--- src/rtl/mul_err_pkg.sv ---
// Shared constants for the approximate-multiplier error sweep: default operand width,
// derived widths and sequencer state encodings.
package mul_err_pkg;

  localparam int unsigned DefW = 6;
  localparam int unsigned PW   = 2 * DefW;
  localparam int unsigned CW   = 2 * DefW + 1;
  localparam int unsigned SUMW = 4 * DefW;

  localparam logic [1:0] StIdle  = 2'd0;
  localparam logic [1:0] StSweep = 2'd1;
  localparam logic [1:0] StDrain = 2'd2;
  localparam logic [1:0] StDone  = 2'd3;

endpackage

--- src/rtl/mul_err_acc.sv ---
// Stage-2 error accumulator: count, sum and max |err| with first worst-case operands.
// Optional signed bias accumulator when MUL_ERR_BIAS_EN is defined.
module mul_err_acc
  import mul_err_pkg::*;
#(
  parameter int unsigned W    = DefW,
  parameter int unsigned SUMW = 4 * W
) (
  input  logic              clk,
  input  logic              rst,
  input  logic              clr_i,
  input  logic              en_i,
  input  logic [W-1:0]      a_i,
  input  logic [W-1:0]      b_i,
  input  logic [2*W-1:0]    exact_i,
  input  logic [2*W-1:0]    apx_i,
  output logic [2*W:0]      err_count_o,
  output logic [2*W-1:0]    err_max_o,
  output logic [SUMW-1:0]   err_sum_o,
  output logic [W-1:0]      worst_a_o,
`ifdef MUL_ERR_BIAS_EN
  output logic signed [SUMW:0] err_bias_o,
`endif
  output logic [W-1:0]      worst_b_o
);

  localparam int unsigned ProdW = 2 * W;
  localparam int unsigned CntW  = 2 * W + 1;

  logic [CntW-1:0]  count_q, count_d;
  logic [ProdW-1:0] max_q, max_d;
  logic [SUMW-1:0]  sum_q, sum_d;
  logic [W-1:0]     wa_q, wa_d, wb_q, wb_d;
  logic [CntW-1:0]  diff_wide;
  logic [ProdW-1:0] abs_err;

  always_comb begin
    if (exact_i >= apx_i) diff_wide = {1'b0, exact_i} - {1'b0, apx_i};
    else                  diff_wide = {1'b0, apx_i} - {1'b0, exact_i};
    abs_err = diff_wide[CntW-1] ? {ProdW{1'b1}} : diff_wide[ProdW-1:0];
  end

  always_comb begin
    count_d = count_q;
    max_d   = max_q;
    sum_d   = sum_q;
    wa_d    = wa_q;
    wb_d    = wb_q;
    if (clr_i) begin
      count_d = '0;
      max_d   = '0;
      sum_d   = '0;
      wa_d    = '0;
      wb_d    = '0;
    end else if (en_i) begin
      if (abs_err != '0) count_d = count_q + CntW'(1);
      sum_d = sum_q + {{(SUMW-ProdW){1'b0}}, abs_err};
      // Strict compare keeps the earliest pair on ties.
      if (abs_err > max_q) begin
        max_d = abs_err;
        wa_d  = a_i;
        wb_d  = b_i;
      end
    end
  end

  always_ff @(posedge clk or posedge rst) begin
    if (rst) begin
      count_q <= '0;
      max_q   <= '0;
      sum_q   <= '0;
      wa_q    <= '0;
      wb_q    <= '0;
    end else begin
      count_q <= count_d;
      max_q   <= max_d;
      sum_q   <= sum_d;
      wa_q    <= wa_d;
      wb_q    <= wb_d;
    end
  end

  assign err_count_o = count_q;
  assign err_max_o   = max_q;
  assign err_sum_o   = sum_q;
  assign worst_a_o   = wa_q;
  assign worst_b_o   = wb_q;

`ifdef MUL_ERR_BIAS_EN
  logic signed [SUMW:0] bias_q, bias_d;
  logic signed [CntW-1:0] sdiff;
  logic signed [SUMW:0] sdiff_ext;

  always_comb begin
    sdiff     = $signed({1'b0, apx_i}) - $signed({1'b0, exact_i});
    sdiff_ext = {{(SUMW+1-CntW){sdiff[CntW-1]}}, sdiff};
    bias_d    = bias_q;
    if (clr_i)     bias_d = '0;
    else if (en_i) bias_d = bias_q + sdiff_ext;
  end

  always_ff @(posedge clk or posedge rst) begin
    if (rst) bias_q <= '0;
    else     bias_q <= bias_d;
  end

  assign err_bias_o = bias_q;
`endif

endmodule

--- src/rtl/mul_err_sweep_ctrl.sv ---
// Exhaustive sweep sequencer for an external combinational WxW approximate multiplier.
// Define MUL_ERR_BIAS_EN to add the signed err_bias output.
module mul_err_sweep_ctrl
  import mul_err_pkg::*;
#(
  parameter int unsigned W    = DefW,
  parameter int unsigned SUMW = 4 * W
) (
  input  logic                clk,
  input  logic                rst,
  input  logic                start,
  input  logic                abort,
  output logic [W-1:0]        op_a,
  output logic [W-1:0]        op_b,
  input  logic [2*W-1:0]      prod_apx,
  output logic                busy,
  output logic                done,
  output logic                res_valid,
  output logic [2*W:0]        err_count,
  output logic [2*W-1:0]      err_max,
  output logic [SUMW-1:0]     err_sum,
  output logic [W-1:0]        worst_a,
`ifdef MUL_ERR_BIAS_EN
  output logic signed [SUMW:0] err_bias,
`endif
  output logic [W-1:0]        worst_b
);

  localparam int unsigned ProdW = 2 * W;

  logic [1:0]       state_q, state_d;
  logic [ProdW-1:0] idx_q, idx_d;
  logic             res_valid_q, res_valid_d;
  logic             acc_clr;

  logic             v1_q, v1_d;
  logic [W-1:0]     s1_a_q, s1_a_d, s1_b_q, s1_b_d;
  logic [ProdW-1:0] s1_exact_q, s1_exact_d, s1_apx_q, s1_apx_d;

  always_comb begin
    state_d     = state_q;
    idx_d       = idx_q;
    res_valid_d = res_valid_q;
    acc_clr     = 1'b0;
    case (state_q)
      StIdle: begin
        if (abort) begin
          res_valid_d = 1'b0;
        end else if (start) begin
          state_d     = StSweep;
          idx_d       = '0;
          res_valid_d = 1'b0;
          acc_clr     = 1'b1;
        end
      end
      StSweep: begin
        if (abort) begin
          state_d     = StIdle;
          res_valid_d = 1'b0;
        end else if (idx_q == {ProdW{1'b1}}) begin
          // Final pair stays on the operand bus through DRAIN.
          state_d = StDrain;
        end else begin
          idx_d = idx_q + ProdW'(1);
        end
      end
      StDrain: begin
        if (abort) begin
          state_d     = StIdle;
          res_valid_d = 1'b0;
        end else begin
          state_d     = StDone;
          res_valid_d = 1'b1;
        end
      end
      StDone: begin
        state_d = StIdle;
        if (abort) res_valid_d = 1'b0;
      end
      default: state_d = StIdle;
    endcase
  end

  always_comb begin
    v1_d       = (state_q == StSweep) && !abort;
    s1_a_d     = s1_a_q;
    s1_b_d     = s1_b_q;
    s1_exact_d = s1_exact_q;
    s1_apx_d   = s1_apx_q;
    if (state_q == StSweep) begin
      s1_a_d     = op_a;
      s1_b_d     = op_b;
      s1_exact_d = {{W{1'b0}}, op_a} * {{W{1'b0}}, op_b};
      s1_apx_d   = prod_apx;
    end
  end

  always_ff @(posedge clk or posedge rst) begin
    if (rst) begin
      state_q     <= StIdle;
      idx_q       <= '0;
      res_valid_q <= 1'b0;
      v1_q        <= 1'b0;
      s1_a_q      <= '0;
      s1_b_q      <= '0;
      s1_exact_q  <= '0;
      s1_apx_q    <= '0;
    end else begin
      state_q     <= state_d;
      idx_q       <= idx_d;
      res_valid_q <= res_valid_d;
      v1_q        <= v1_d;
      s1_a_q      <= s1_a_d;
      s1_b_q      <= s1_b_d;
      s1_exact_q  <= s1_exact_d;
      s1_apx_q    <= s1_apx_d;
    end
  end

  assign op_a      = idx_q[ProdW-1:W];
  assign op_b      = idx_q[W-1:0];
  assign busy      = (state_q == StSweep) || (state_q == StDrain);
  assign done      = (state_q == StDone);
  assign res_valid = res_valid_q;

  mul_err_acc #(
    .W    (W),
    .SUMW (SUMW)
  ) u_acc (
    .clk         (clk),
    .rst         (rst),
    .clr_i       (acc_clr),
    .en_i        (v1_q),
    .a_i         (s1_a_q),
    .b_i         (s1_b_q),
    .exact_i     (s1_exact_q),
    .apx_i       (s1_apx_q),
    .err_count_o (err_count),
    .err_max_o   (err_max),
    .err_sum_o   (err_sum),
    .worst_a_o   (worst_a),
`ifdef MUL_ERR_BIAS_EN
    .err_bias_o  (err_bias),
`endif
    .worst_b_o   (worst_b)
  );

endmodule
--- config.mk ---
export PLATFORM = sky130hd
export DESIGN_NAME = mul_err_sweep_ctrl
export DESIGN_NICKNAME = d
export VERILOG_FILES = /design/src/rtl/mul_err_pkg.sv /design/src/rtl/mul_err_acc.sv /design/src/rtl/mul_err_sweep_ctrl.sv
export SDC_FILE = /design/constraint.sdc
export NUM_CORES = 1
export LEC_CHECK = 0
export ABC_AREA = 1
export BUFFER_PORTS_ARGS = -buffer_cell sky130_fd_sc_hd__buf_2
export CORE_UTILIZATION = 50
export CTS_CLUSTER_SIZE = 24
export DETAILED_ROUTE_END_ITERATION = 16
export PLACE_DENSITY = 0.7
export RECOVER_POWER = 50
export SLEW_MARGIN = 20
export SYNTH_ARGS = -nofsm -noshare
export SYNTH_HDL_FRONTEND = slang
export SYNTH_SLANG_ARGS = --single-unit
--- constraint.sdc ---
create_clock -name clk -period 7.1 [get_ports clk]
set_input_delay 1.42 -clock clk [delete_from_list [all_inputs] [get_ports clk]]
set_output_delay 1.42 -clock clk [all_outputs]
set_load 0.03 [all_outputs]
# Word level (Yosys, flattened, before mapping)
# Index checks and enable logic that the tools add are counted.
# classes
order_cmp	2
n_mux	35
n_reduce_logical	15
addsub	5
n_eq_ne	11
mul	1
# ops
cell	n
two-way mux 12 bit	8
two-way mux 13 bit	4
two-way mux 24 bit	2
two-way mux 6 bit	6
subtractor 12 x 12 -> 13 bit	2
adder 24 x 12 -> 24 bit	1
one-hot mux 12 bit (2 select lines)	1
adder 13 x 1 -> 13 bit, second input constant	1
adder 12 x 1 -> 12 bit, second input constant	1
equality test 12 bit, second input constant	1
greater-or-equal comparator 12 bit	1
greater-than comparator 12 bit	1
multiplier 6 x 6 -> 12 bit	1
nonzero test 12 bit	1
two-way mux 2 bit	5
inequality test 2 bit, second input constant	4
one-hot mux 2 bit (4 select lines)	1
nonzero test 2 bit	4
two-way mux 1 bit	7
inequality test 3 bit, second input constant	2
AND reduction 2 bit	3
AND reduction 5 bit	1
equality test 2 bit, second input constant	2
one-hot mux 1 bit (3 select lines)	1
other kinds (8)	8
# totals
wordCells	82
input_bits	16
regBits	113

# Logic depth before layout (Yosys ltp)
# Gate-level depths: netlist of run 1.
# logic_depth
word_depth	7
depth_mapped	27
mapped_depth_nobuf	26

# Modules after synthesis
# Synthesis of run 1 repeated with hierarchy kept, for this count alone.
# unflattened
hier_cells	1319
hier_area_um2	9108.7
# by_module_without_submodules
mod	cells_each	seq_area_each_um2	area_per_inst_um2	n_inst
mul_err_acc	840	1526.5	5506.5	1
mul_err_sweep_ctrl	479	1301.2	3602.2	1

# Worst setup path after synthesis of run 1
# Ideal clock, no wire load.
# synth_path
path_type	reg2reg
from	register idx_q[5]
to	register s1_exact_q[10]
required_ns	6.964
path_stages_with_launch	18
slack_ns	3.192
arrival_time_ns	3.772
n_path_buf	1
cell_sequence	dfrtp_1 clkbuf_1 nand2_1 fa_1 fa_1 fa_1 inv_1 ha_1 nand3_1 nand3_1 nand2_1 nand2_1 a21oi_1 nor2_1 o21ai_0 nand2_1 xnor2_1 o21ai_0
# synth_via
elab_chain_len	1
# synth_lines
item	line_no	rtl
from (decl)	mul_err_sweep_ctrl.sv:32	logic [ProdW-1:0] idx_q, idx_d;
from (signal assigned)	mul_err_sweep_ctrl.sv:110	idx_q <= idx_d;
multiplier 6 x 6 -> 12 bit	mul_err_sweep_ctrl.sv:93	s1_exact_d = {{W{1'b0}}, op_a} * {{W{1'b0}}, op_b};
to (signal assigned)	mul_err_sweep_ctrl.sv:115	s1_exact_q <= s1_exact_d;
to (decl)	mul_err_sweep_ctrl.sv:38	logic [ProdW-1:0] s1_exact_q, s1_exact_d, s1_apx_q, s1_apx_d;
# Every way passes these cells.
# A chain may end at the register's enable or synchronous reset.

# Worst setup path in the final report of run 1
# layout_path
from	register state_q[1]
to	register idx_q[6]
# layout_via
elab_chain_len	3
word_cells_on_any_way	9
classes_between	eq/ne (5); mux (1); reduce/logical (3)
# layout_lines
item	line_no	rtl
from (decl)	mul_err_sweep_ctrl.sv:31	logic [1:0] state_q, state_d;
from (signal assigned)	mul_err_sweep_ctrl.sv:100	state_q <= StIdle;
from (signal assigned)	mul_err_sweep_ctrl.sv:109	state_q <= state_d;
equality test 2 x 1 -> 1 bit / logical NOT 2 bit (equally long branches)	mul_err_sweep_ctrl.sv:45	case (state_q)
inequality test 2 bit (no source line) / nonzero test 2 bit (equally long branches)	n/a	
AND reduction 5 bit (no source line)	n/a	
# Several ways; a longest one is shown, not always the timed one.

==> results of run 1 <==
==> flip-flops by register name (all words and copies together) (netlist names) <==
name and flops:
res_valid 1, u_acc.err_max_o 12, u_acc.worst_a_o 6, v1_q 1, u_acc.err_sum_o 24, s1_apx_q 12, state_q 2, idx_q 12
u_acc.worst_b_o 6, s1_b_q 6, s1_a_q 6, u_acc.err_count_o 13, s1_exact_q 12
==> cell type report <==
type                       count  area, um2  share of cell area, %
multi-input combinational    846       4930                   50.2
sequential                   113       2830                   28.8
inverter                     216        812                   8.27
clock buffer                  21        470                   4.79
timing repair buffer          94        394                   4.02
tap                          220        275                   2.80
clock inverter                11        104                   1.06
==> worst max-delay path by stage <==
stage / start / end / slack [ns] / cells past startpoint
finish: state_q[1]$_DFFE_PP0P_ / idx_q[6]$_DFFE_PP0P_ / 2.07 / 13
global route: state_q[1]$_DFFE_PP0P_ / idx_q[6]$_DFFE_PP0P_ / 1.37 / 13
CTS: s1_exact_q[0]$_DFFE_PP0P_ / u_acc.err_max_o[4]$_DFFE_PP0P_ / 2.56 / 23
detailed placement: s1_exact_q[0]$_DFFE_PP0P_ / u_acc.err_max_o[4]$_DFFE_PP0P_ / 2.62 / 23
global placement: s1_exact_q[0]$_DFFE_PP0P_ / u_acc.err_max_o[4]$_DFFE_PP0P_ / 2.68 / 23
floorplan: rst / idx_q[0]$_DFFE_PP0P_ / 2.69 / 1
==> placed cells by master, fill, tap and decap left out, types with 3 or more instances in the layout <==
cell type / count
buf_2: 29
nor2_2: 7
o21a_1: 3
nand2_2: 8
nor4_1: 3
nor2_4: 3
o21bai_1: 4
nand2_4: 3
clkinvlp_4: 5
fa_1: 20
clkbuf_1: 64
nand3_1: 84
o21ai_0: 90
a21oi_1: 44
o31ai_1: 7
nand3b_1: 3
clkbuf_16: 17
nand2_1: 349
xnor2_1: 8
clkbuf_8: 3
dfrtp_1: 113
nand4_1: 15
ha_1: 77
xor2_1: 13
nor3b_1: 4
inv_1: 211
inv_2: 3
o22ai_1: 8
nor2_1: 53
nor3_1: 18
==> metrics by stage <==
step | hold slack, ns | utilization, % | cells | area [um2] | setup WS, ns
floorplan | 0.481 | - | 1209 | 8730 | 2.69
global placement | 0.459 | 55.5 | 1489 | 9330 | 2.68
detailed placement | 0.473 | 55.5 | 1489 | 9330 | 2.62
CTS | 0.488 | 58.9 | 1521 | 9900 | 2.56
global route | 0.507 | 58.4 | 1521 | 9810 | 1.37
finish | 0.482 | 58.4 | 1521 | 9810 | 2.07
==> tightest hold or removal path, stage by stage, from the launching register on <==
cell and delay [ns]:
dfrtp_1 0.35, a21oi_1 0.06, inv_1 0.04
==> routing by layer <==
layer	wire length [um]	part of all wire, %	vias up
li1	-	-	3989
met1	10800	48	3686
met2	10200	45	214
met3	1160	5.1	27
met4	339	1.5	0
met5	0	0	-
==> power breakdown <==
group          internal [mW]  switching, mW  leakage (nW)
clock                  0.510          0.320         0.268
combinational          0.845           1.94          3.39
sequential             0.801          0.155          1.52
total                   2.16           2.41          5.17
==> cell families after synthesis <==
logic type	synth area share (%)
simple gates	27.9
flops	32.4
fa+ha+maj	15.6
xor+xnor	2.11
compound gates	10.8
buf+inv	11.2
==> synth_stat cells, drive strengths merged (9+ instances only) <==
cell type and count:
fa 20, nor2 63, nand3 87, nand2 360
o21ai 93, ha 77, inv 215, xor2 13
nor3 20, nand4 15, buf 9, clkbuf 25
a21oi 45, dfrtp 113
==> flow_summary.ini, run 1 <==
[status]
run_status = complete, but fails checks
violations = capacitance limit, slew limit

[critical_path]
path_cells = inv_1, ha_1, clkbuf_1, inv_1, nor2_1, o21ai_0, nand2_1, nand2_1, o21ai_2, inv_1, nor3_1, xor2_1, nor2_1
r2r_start = state_q[1]$_DFFE_PP0P_
crit_path_frequent_cell = inv_1
cp.arrival_ns = 5.31
cp_slowest_cell = clkbuf_1
path_buf_inv = 4
cpPeakStageDelay_ns = 1.80
critPathRequiredTime_ns = 7.37
timing.rr.end = idx_q[6]$_DFFE_PP0P_
r2r_cells = 13
regToRegSetupSlack_ns = 2.07
path_max_fanout = 69
startpoint_type = register
cpLargestDelayFamily = buffers and inverters
worstSetupPathType = reg -> reg
crit_path_end_kind = register

[drt]
avgViaCountPerCell = 5.20
first_pass_iters = 5
finalWirelength_um = 22500
drt_iter0_markers = 556
wl_per_cell_um = 14.8
drc_errors = 0
ant_nets = 0
vias = 7916

[cts]
postCtsSetupRepairBufs = 0
cts_buffers = 17
clock_latency_ns = 0.41
cts_tree = built
ctsResizeCount = 0
h-tree-depth = 4
cts.sinks = 113
holdBufCountCts = 0
clkTransAtPathRegs_ns = 0.06
root_buffer = clkbuf_16
ctsLongestPathBuffers = 2

[floorplanning]
start_util_pct = 51.9
chipWidth_um = 134
core_area_mm2 = 0.0168
rows = 47
die_y_um = 134
pin_count = 92
die_area_mm2 = 0.0180

[cells_and_area]
drive_gt1_share_pct = 7.46
fillerInstances = 1680
diodes = 0
nNetsFinal = 1401
syn_to_final_growth_pct = 12.4

[synthesis]
synth_top_area_share_pct = 32.4
synth_seq_cells = 113
yosys.area.top_type = dfrtp_1
synth_edf_count = 0
synthTopCellsByArea = dfrtp_1, nand2_1, ha_1, inv_1, o21ai_0
ys_warn_count = 0
seq_area_frac_synth_pct = 32.4
synthArstFlopShare_pct = 100
synth_area_per_cell_um2 = 7.22
syn_area_mm2 = 0.00873
syn_nets = 1322
syn_inst = 1209
ys_types = 46
synth-main-ff-cell = dfrtp_1

[hold_path]
hold_path_end = res_valid$_DFFE_PP0P_
min_from = res_valid$_DFFE_PP0P_
hp-class = reg -> reg
hold-path-cell-count = 2

[sta]
hold_viol = 0
setup_tns_ns = 0
tightest_slew_ns = 2.56
relSlewSlack_pct = -70.7
finalSetupViolCount = 0
period_share_pct = 70.9
fmax_mhz = 199
rsz0062_at_grt = no
drv_slew = 186
clock_skew_ns = 0.00885
finalCriticalPeriod_ns = 5.03

[grt]
grt_start_max_net_pins = 73
gr-usage-met3_pct = 4.01
grt.total_usage_pct = 26.1
gr-usage-met2_pct = 40.3
met1_usage_pct = 37.4
gr-total-overflow = 0
top_usage_layer = met2
grt_pass1_vias = 7320
grt_first_pass_wirelength_um = 36600
antenna_found_initial = 0

[power]
ir_drop_uv = 384
power.leakage_nw = 5.17
power_density_mw_per_mm2 = 465
p_total_mw = 4.57

[placement]
hpwl_um = 17100
place.gp.congestion = 0.937
io_buffers = 91

[flow_run]
drv_cap = 3
(Power assumes the default switching activity.)
==> inputs of run 2 (changes only) <==
--- a/config.mk
+++ b/config.mk
@@ -10,7 +10,7 @@
 export CORE_UTILIZATION = 50
 export CTS_CLUSTER_SIZE = 24
 export DETAILED_ROUTE_END_ITERATION = 16
-export PLACE_DENSITY = 0.7
+export PLACE_DENSITY = 0.72
 export RECOVER_POWER = 50
 export SLEW_MARGIN = 20
 export SYNTH_ARGS = -nofsm -noshare
==> constraint.sdc (replaced) <==
create_clock -name clk -period 4.4 [get_ports clk]
set_input_delay 0.88 -clock clk [delete_from_list [all_inputs] [get_ports clk]]
set_output_delay 0.88 -clock clk [all_outputs]
set_load 0.03 [all_outputs]
==> flow_summary.ini, run 2 (synthesis results as in run 1) <==
[power]
power_density_mw_per_mm2 = 760
ir_drop_uv = 491
p_total_mw = 7.61
power.leakage_nw = 5.46

[critical_path]
timing.rr.end = u_acc.err_sum_o[17]$_DFFE_PP0P_
r2r_cells = 26
path_max_fanout = 13
cp.arrival_ns = 4.42
regToRegSetupSlack_ns = 0.33
crit_path_end_kind = register
worstSetupPathType = reg -> reg
r2r_start = s1_exact_q[0]$_DFFE_PP0P_
startpoint_type = register
critPathRequiredTime_ns = 4.75

[sta]
fmax_mhz = 246
whs_ns = 0.478
finalSetupViolCount = 0
finalCriticalPeriod_ns = 4.07
rsz0062_at_grt = no
setup_tns_ns = 0
fin_ws_ns = 0.328
period_share_pct = 92.5
hold_viol = 0
drv_slew = 72
relSlewSlack_pct = -81.2
tightest_slew_ns = 2.72
clock_skew_ns = 0.0137

[placement]
place_ws_ns = 0.267
hpwl_um = 17300
dpl.cell_count = 1499
place.gp.congestion = 0.959
io_buffers = 91

[cts]
cts_buffers = 17
h-tree-depth = 4
clock_latency_ns = 0.42
cts.sinks = 113
clkTransAtPathRegs_ns = 0.06
root_buffer = clkbuf_16
cts_tree = built
ctsLongestPathBuffers = 2

[drt]
avgViaCountPerCell = 5.24
drt_iter0_markers = 541
first_pass_iters = 5
wl_per_cell_um = 14.9
ant_nets = 0
drc_errors = 0
finalWirelength_um = 22800
vias = 8035

[status]
run_status = complete, but fails checks
violations = capacitance limit, slew limit

[cells_and_area]
nNetsFinal = 1412
mostFrequentLayoutCells = nand2_1, inv_1, dfrtp_1
largest_reg_flops = 24
diodes = 0
drive_gt1_share_pct = 12.6
mostFrequentLayoutCell = nand2_1
finalNonFillerCells = 1532
syn_to_final_growth_pct = 14.7

[floorplanning]
rows = 47
start_util_pct = 51.9
die_y_um = 134
die_area_mm2 = 0.0180
core_area_mm2 = 0.0168
chipWidth_um = 134
pin_count = 92

[grt]
antenna_found_initial = 0
grt_start_max_net_pins = 72
gr-total-overflow = 0
grt_first_pass_wirelength_um = 37200
grt_pass1_vias = 7296
grt.total_usage_pct = 26.5

[hold_path]
min_from = res_valid$_DFFE_PP0P_
hold_path_end = res_valid$_DFFE_PP0P_
hp-class = reg -> reg
hold-path-cell-count = 2

[flow_run]
drv_cap = 1
run 2: how the worst max path moves through the flow:
| stage | endpoint | slack (ns) | start | depth (start not counted) |
|---|---|---|---|---|
| finish | u_acc.err_sum_o[17]$_DFFE_PP0P_ | 0.33 | s1_exact_q[0]$_DFFE_PP0P_ | 26 |
| global route | u_acc.err_sum_o[19]$_DFFE_PP0P_ | 0.01 | s1_exact_q[0]$_DFFE_PP0P_ | 26 |
| CTS | u_acc.err_sum_o[17]$_DFFE_PP0P_ | 0.21 | s1_exact_q[0]$_DFFE_PP0P_ | 26 |
| detailed placement | u_acc.err_sum_o[16]$_DFFE_PP0P_ | 0.27 | s1_exact_q[10]$_DFFE_PP0P_ | 23 |
| global placement | u_acc.err_sum_o[19]$_DFFE_PP0P_ | 0.32 | s1_exact_q[0]$_DFFE_PP0P_ | 26 |
| floorplan | s1_exact_q[10]$_DFFE_PP0P_ | 0.49 | idx_q[5]$_DFFE_PP0P_ | 17 |
run 2: power breakdown:
part | total (mW) | switching (mW) | leakage [nW] | internal, mW
combinational | 4.70 | 3.22 | 3.66 | 1.48
sequential | 1.53 | 0.235 | 1.52 | 1.29
clock | 1.38 | 0.507 | 0.288 | 0.878
total | 7.61 | 3.96 | 5.46 | 3.65
run 2: repair_timing:
item                                    in CTS  in global routing
endpoints found under the setup margin       0                 17
hold buffers                                 0                  0
buffers inserted                             0                  1
gates resized for setup                      0                  8
run 2: metal layers:
layer / part of all wire (%) / track usage, %
met4: 1.9 / 8.18
met2: 46 / 41.7
met3: 5.0 / 4.12
met1: 48 / 37.5
met5: 0 / 0
run 2: final cells by class:
class                           count  area [um2]
Fill cell                        1601        6800
Inverter                          216         815
Tap cell                          220         275
Clock inverter                     12         133
Multi-Input combinational cell    846        4960
Sequential cell                   113        2830
Clock buffer                       20         467
Timing Repair Buffer              105         541
run 2: critical path: stages (launching register included):
cell      delay, ns
dfrtp_1        0.36
inv_1          0.08
ha_1           0.27
fa_1           0.43
inv_1          0.12
nand3_1        0.08
nand3_1        0.14
nand2_1        0.10
nand2_1        0.09
nand2_1        0.05
nand2_1        0.07
nand2_1        0.09
nand2_4        0.17
inv_1          0.08
nor2_2         0.20
inv_1          0.09
ha_1           0.28
nand3_1        0.06
nand2_1        0.15
nand3_1        0.14
o211ai_1       0.26
nand2_1        0.09
nand2_1        0.14
nand2_1        0.13
o21ai_0        0.17
nand2_1        0.06
nor2_1         0.11
run 2: metrics by stage:
step,util (%),instance area (um2)
after CTS,59.5,10000
after floorplan,-,8730
after global routing,59.6,10000
after detailed placement,55.9,9400
final,59.6,10000
after global placement,55.9,9400
==> inputs of run 3 (changes only) <==
--- a/config.mk
+++ b/config.mk
@@ -8,10 +8,11 @@
 export ABC_AREA = 1
 export BUFFER_PORTS_ARGS = -buffer_cell sky130_fd_sc_hd__buf_2
 export CORE_UTILIZATION = 50
+export CTS_CLUSTER_DIAMETER = 200
 export CTS_CLUSTER_SIZE = 24
 export DETAILED_ROUTE_END_ITERATION = 16
+export GPL_TIMING_DRIVEN = 0
 export PLACE_DENSITY = 0.72
-export RECOVER_POWER = 50
 export SLEW_MARGIN = 20
 export SYNTH_ARGS = -nofsm -noshare
 export SYNTH_HDL_FRONTEND = slang
==> flow_summary.ini, run 3 (synthesis results as in run 1) <==
[placement]
hpwl_um = 17000
place_ws_ns = 0.0918
dpl.cell_count = 1521
io_buffers = 91
place.gp.congestion = 0.917

[sta]
finalCriticalPeriod_ns = 4.14
fmax_mhz = 242
period_share_pct = 94.0
drv_slew = 0
clock_skew_ns = 0.00605
whs_ns = 0.462
fin_ws_ns = 0.264
relSlewSlack_pct = 58.0
rsz0062_at_grt = yes
finalSetupViolCount = 0
tightest_slew_ns = 0.630
hold_viol = 0

[cts]
cts_tree = built
clkTransAtPathRegs_ns = 0.06
clock_latency_ns = 0.41
holdBufCountCts = 0
ctsLongestPathBuffers = 2
cts_buffers = 17
cts.sinks = 113
h-tree-depth = 4
root_buffer = clkbuf_16

[floorplanning]
rows = 47
die_area_mm2 = 0.0180
die_y_um = 134
start_util_pct = 51.9
chipWidth_um = 134
core_area_mm2 = 0.0168
pin_count = 92

[hold_path]
hp-class = in -> async

[cells_and_area]
drive_gt1_share_pct = 13.1
nNetsFinal = 1433
fillerInstances = 1575
finalNonFillerCells = 1553
syn_to_final_growth_pct = 16.1
diodes = 0
fin_util_pct = 60.3
mostFrequentLayoutCells = nand2_1, inv_1, dfrtp_1
largest_reg_flops = 24
mostFrequentLayoutCell = nand2_1

[drt]
vias = 8034
ant_nets = 0
avgViaCountPerCell = 5.17
finalWirelength_um = 22000
drt_iter0_markers = 584
first_pass_iters = 7
wl_per_cell_um = 14.2
drc_errors = 0

[status]
run_status = complete, no violations

[grt]
grt_pass1_vias = 7485
grt_first_pass_wirelength_um = 36300
antenna_found_initial = 0
grt.total_usage_pct = 25.6
gr-total-overflow = 0
grt_start_max_net_pins = 77

[critical_path]
crit_path_frequent_cell = nand2_1
cpPeakStageDelay_ns = 0.55
regToRegSetupSlack_ns = 0.26
r2r_start = idx_q[7]$_DFFE_PP0P_
startpoint_type = register
path_cells = clkbuf_1, nand2_1, fa_1, fa_1, fa_1, inv_1, ha_1, nand2_1, nand2_1, nand2_1, nand2_1, nand2_1, nand2_1, a21oi_1, o21ai_0, nand2_1, nand3b_1, nand3_1, o21ai_0
worstSetupPathType = reg -> reg
timing.rr.end = s1_exact_q[11]$_DFFE_PP0P_
cp_slowest_cell = fa_1
cp.arrival_ns = 4.41
critPathRequiredTime_ns = 4.67
r2r_cells = 19
path_max_fanout = 9
crit_path_end_kind = register

[flow_run]
drv_cap = 0

[power]
sw_frac_of_total_pct = 51.3
seq_power_share_pct = 19.7
power_density_mw_per_mm2 = 749
power.net_switching_mw = 3.90
ir_drop_uv = 509
p_clk_share_pct = 18.1
power.leakage_nw = 5.53
internal_power_mw = 3.70
power_frac_comb_pct = 62.2
-- run 3: cell count changes in the layout (fill, tap and decap cells not counted), sizes merged --
cell | previous run | this run
clkinvlp | 4 | 5
inv | 216 | 215
clkbuf | 34 | 48
buf | 91 | 101
clkinv | 6 | 3
-- run 3: layout make-up --
class	count	area, um2	share of cell area [%]
clock buffers	23	488	4.81
multi-input cells	846	4970	49.0
well taps	220	275	2.71
clock inverters	9	105	1.04
inverters	216	820	8.08
flip-flops and latches	113	2830	27.9
plain buffers	33	170	1.68
repair buffers	93	490	4.84
-- run 3: how the worst max path moves through the flow --
| stage | end | cells after the start | start |
|---|---|---|---|
| global route | u_acc.err_sum_o[10]$_DFFE_PP0P_ | 26 | s1_exact_q[0]$_DFFE_PP0P_ |
| CTS | u_acc.worst_a_o[2]$_DFFE_PP0P_ | 20 | s1_exact_q[10]$_DFFE_PP0P_ |
| global placement | u_acc.err_sum_o[7]$_DFFE_PP0P_ | 2 | rst |
| floorplan | s1_exact_q[10]$_DFFE_PP0P_ | 17 | idx_q[5]$_DFFE_PP0P_ |
| detailed placement | u_acc.worst_a_o[2]$_DFFE_PP0P_ | 19 | s1_exact_q[10]$_DFFE_PP0P_ |
| finish | s1_exact_q[11]$_DFFE_PP0P_ | 19 | idx_q[7]$_DFFE_PP0P_ |
-- run 3: worst max-delay path: cells and delay by family (launching register included) --
| family | cells | cell delay [ns] |
|---|---|---|
| fa+ha+maj | 4 | 1.93 |
| simple gates | 10 | 0.84 |
| buf+inv | 2 | 0.48 |
| compound gates | 3 | 0.37 |
| flops | 1 | 0.36 |
-- run 3: stage by stage --
step | area [um2] | TNS (ns) | power (mW)
2_1_floorplan | 8730 | 0 | 4.93
3_3_place_gp | 9460 | -98.24 | 5.99
3_5_place_dp | 9500 | 0 | 6.08
4_1_cts | 10100 | 0 | 7.49
5_1_grt | 10100 | 0 | 8.30
6_report | 10100 | 0 | 7.60
-- run 3: routing by layer --
metal  global-route usage [%]  wire length (um)  vias to the layer above
li1                         -                 -                     4060
met1                     35.3             10400                     3711
met2                     40.4              9890                      222
met3                     4.76              1230                       41
met4                     8.55               505                        0
met5                        0                 0                        -
-- run 3: timing repair --
item                                    4_1_cts  5_1_grt
endpoints found under the setup margin        0       32
gates resized for setup                       0       18
buffers inserted                              0        1
-- run 3: power groups by stage --
stage               logic, mW  clock network, mW  registers, mW
global route             5.34               1.44           1.52
floorplan                3.17                  0           1.77
finish                   4.72               1.38           1.49
CTS                      4.60               1.39           1.49
global placement         4.49                  0           1.50
detailed placement       4.57                  0           1.51
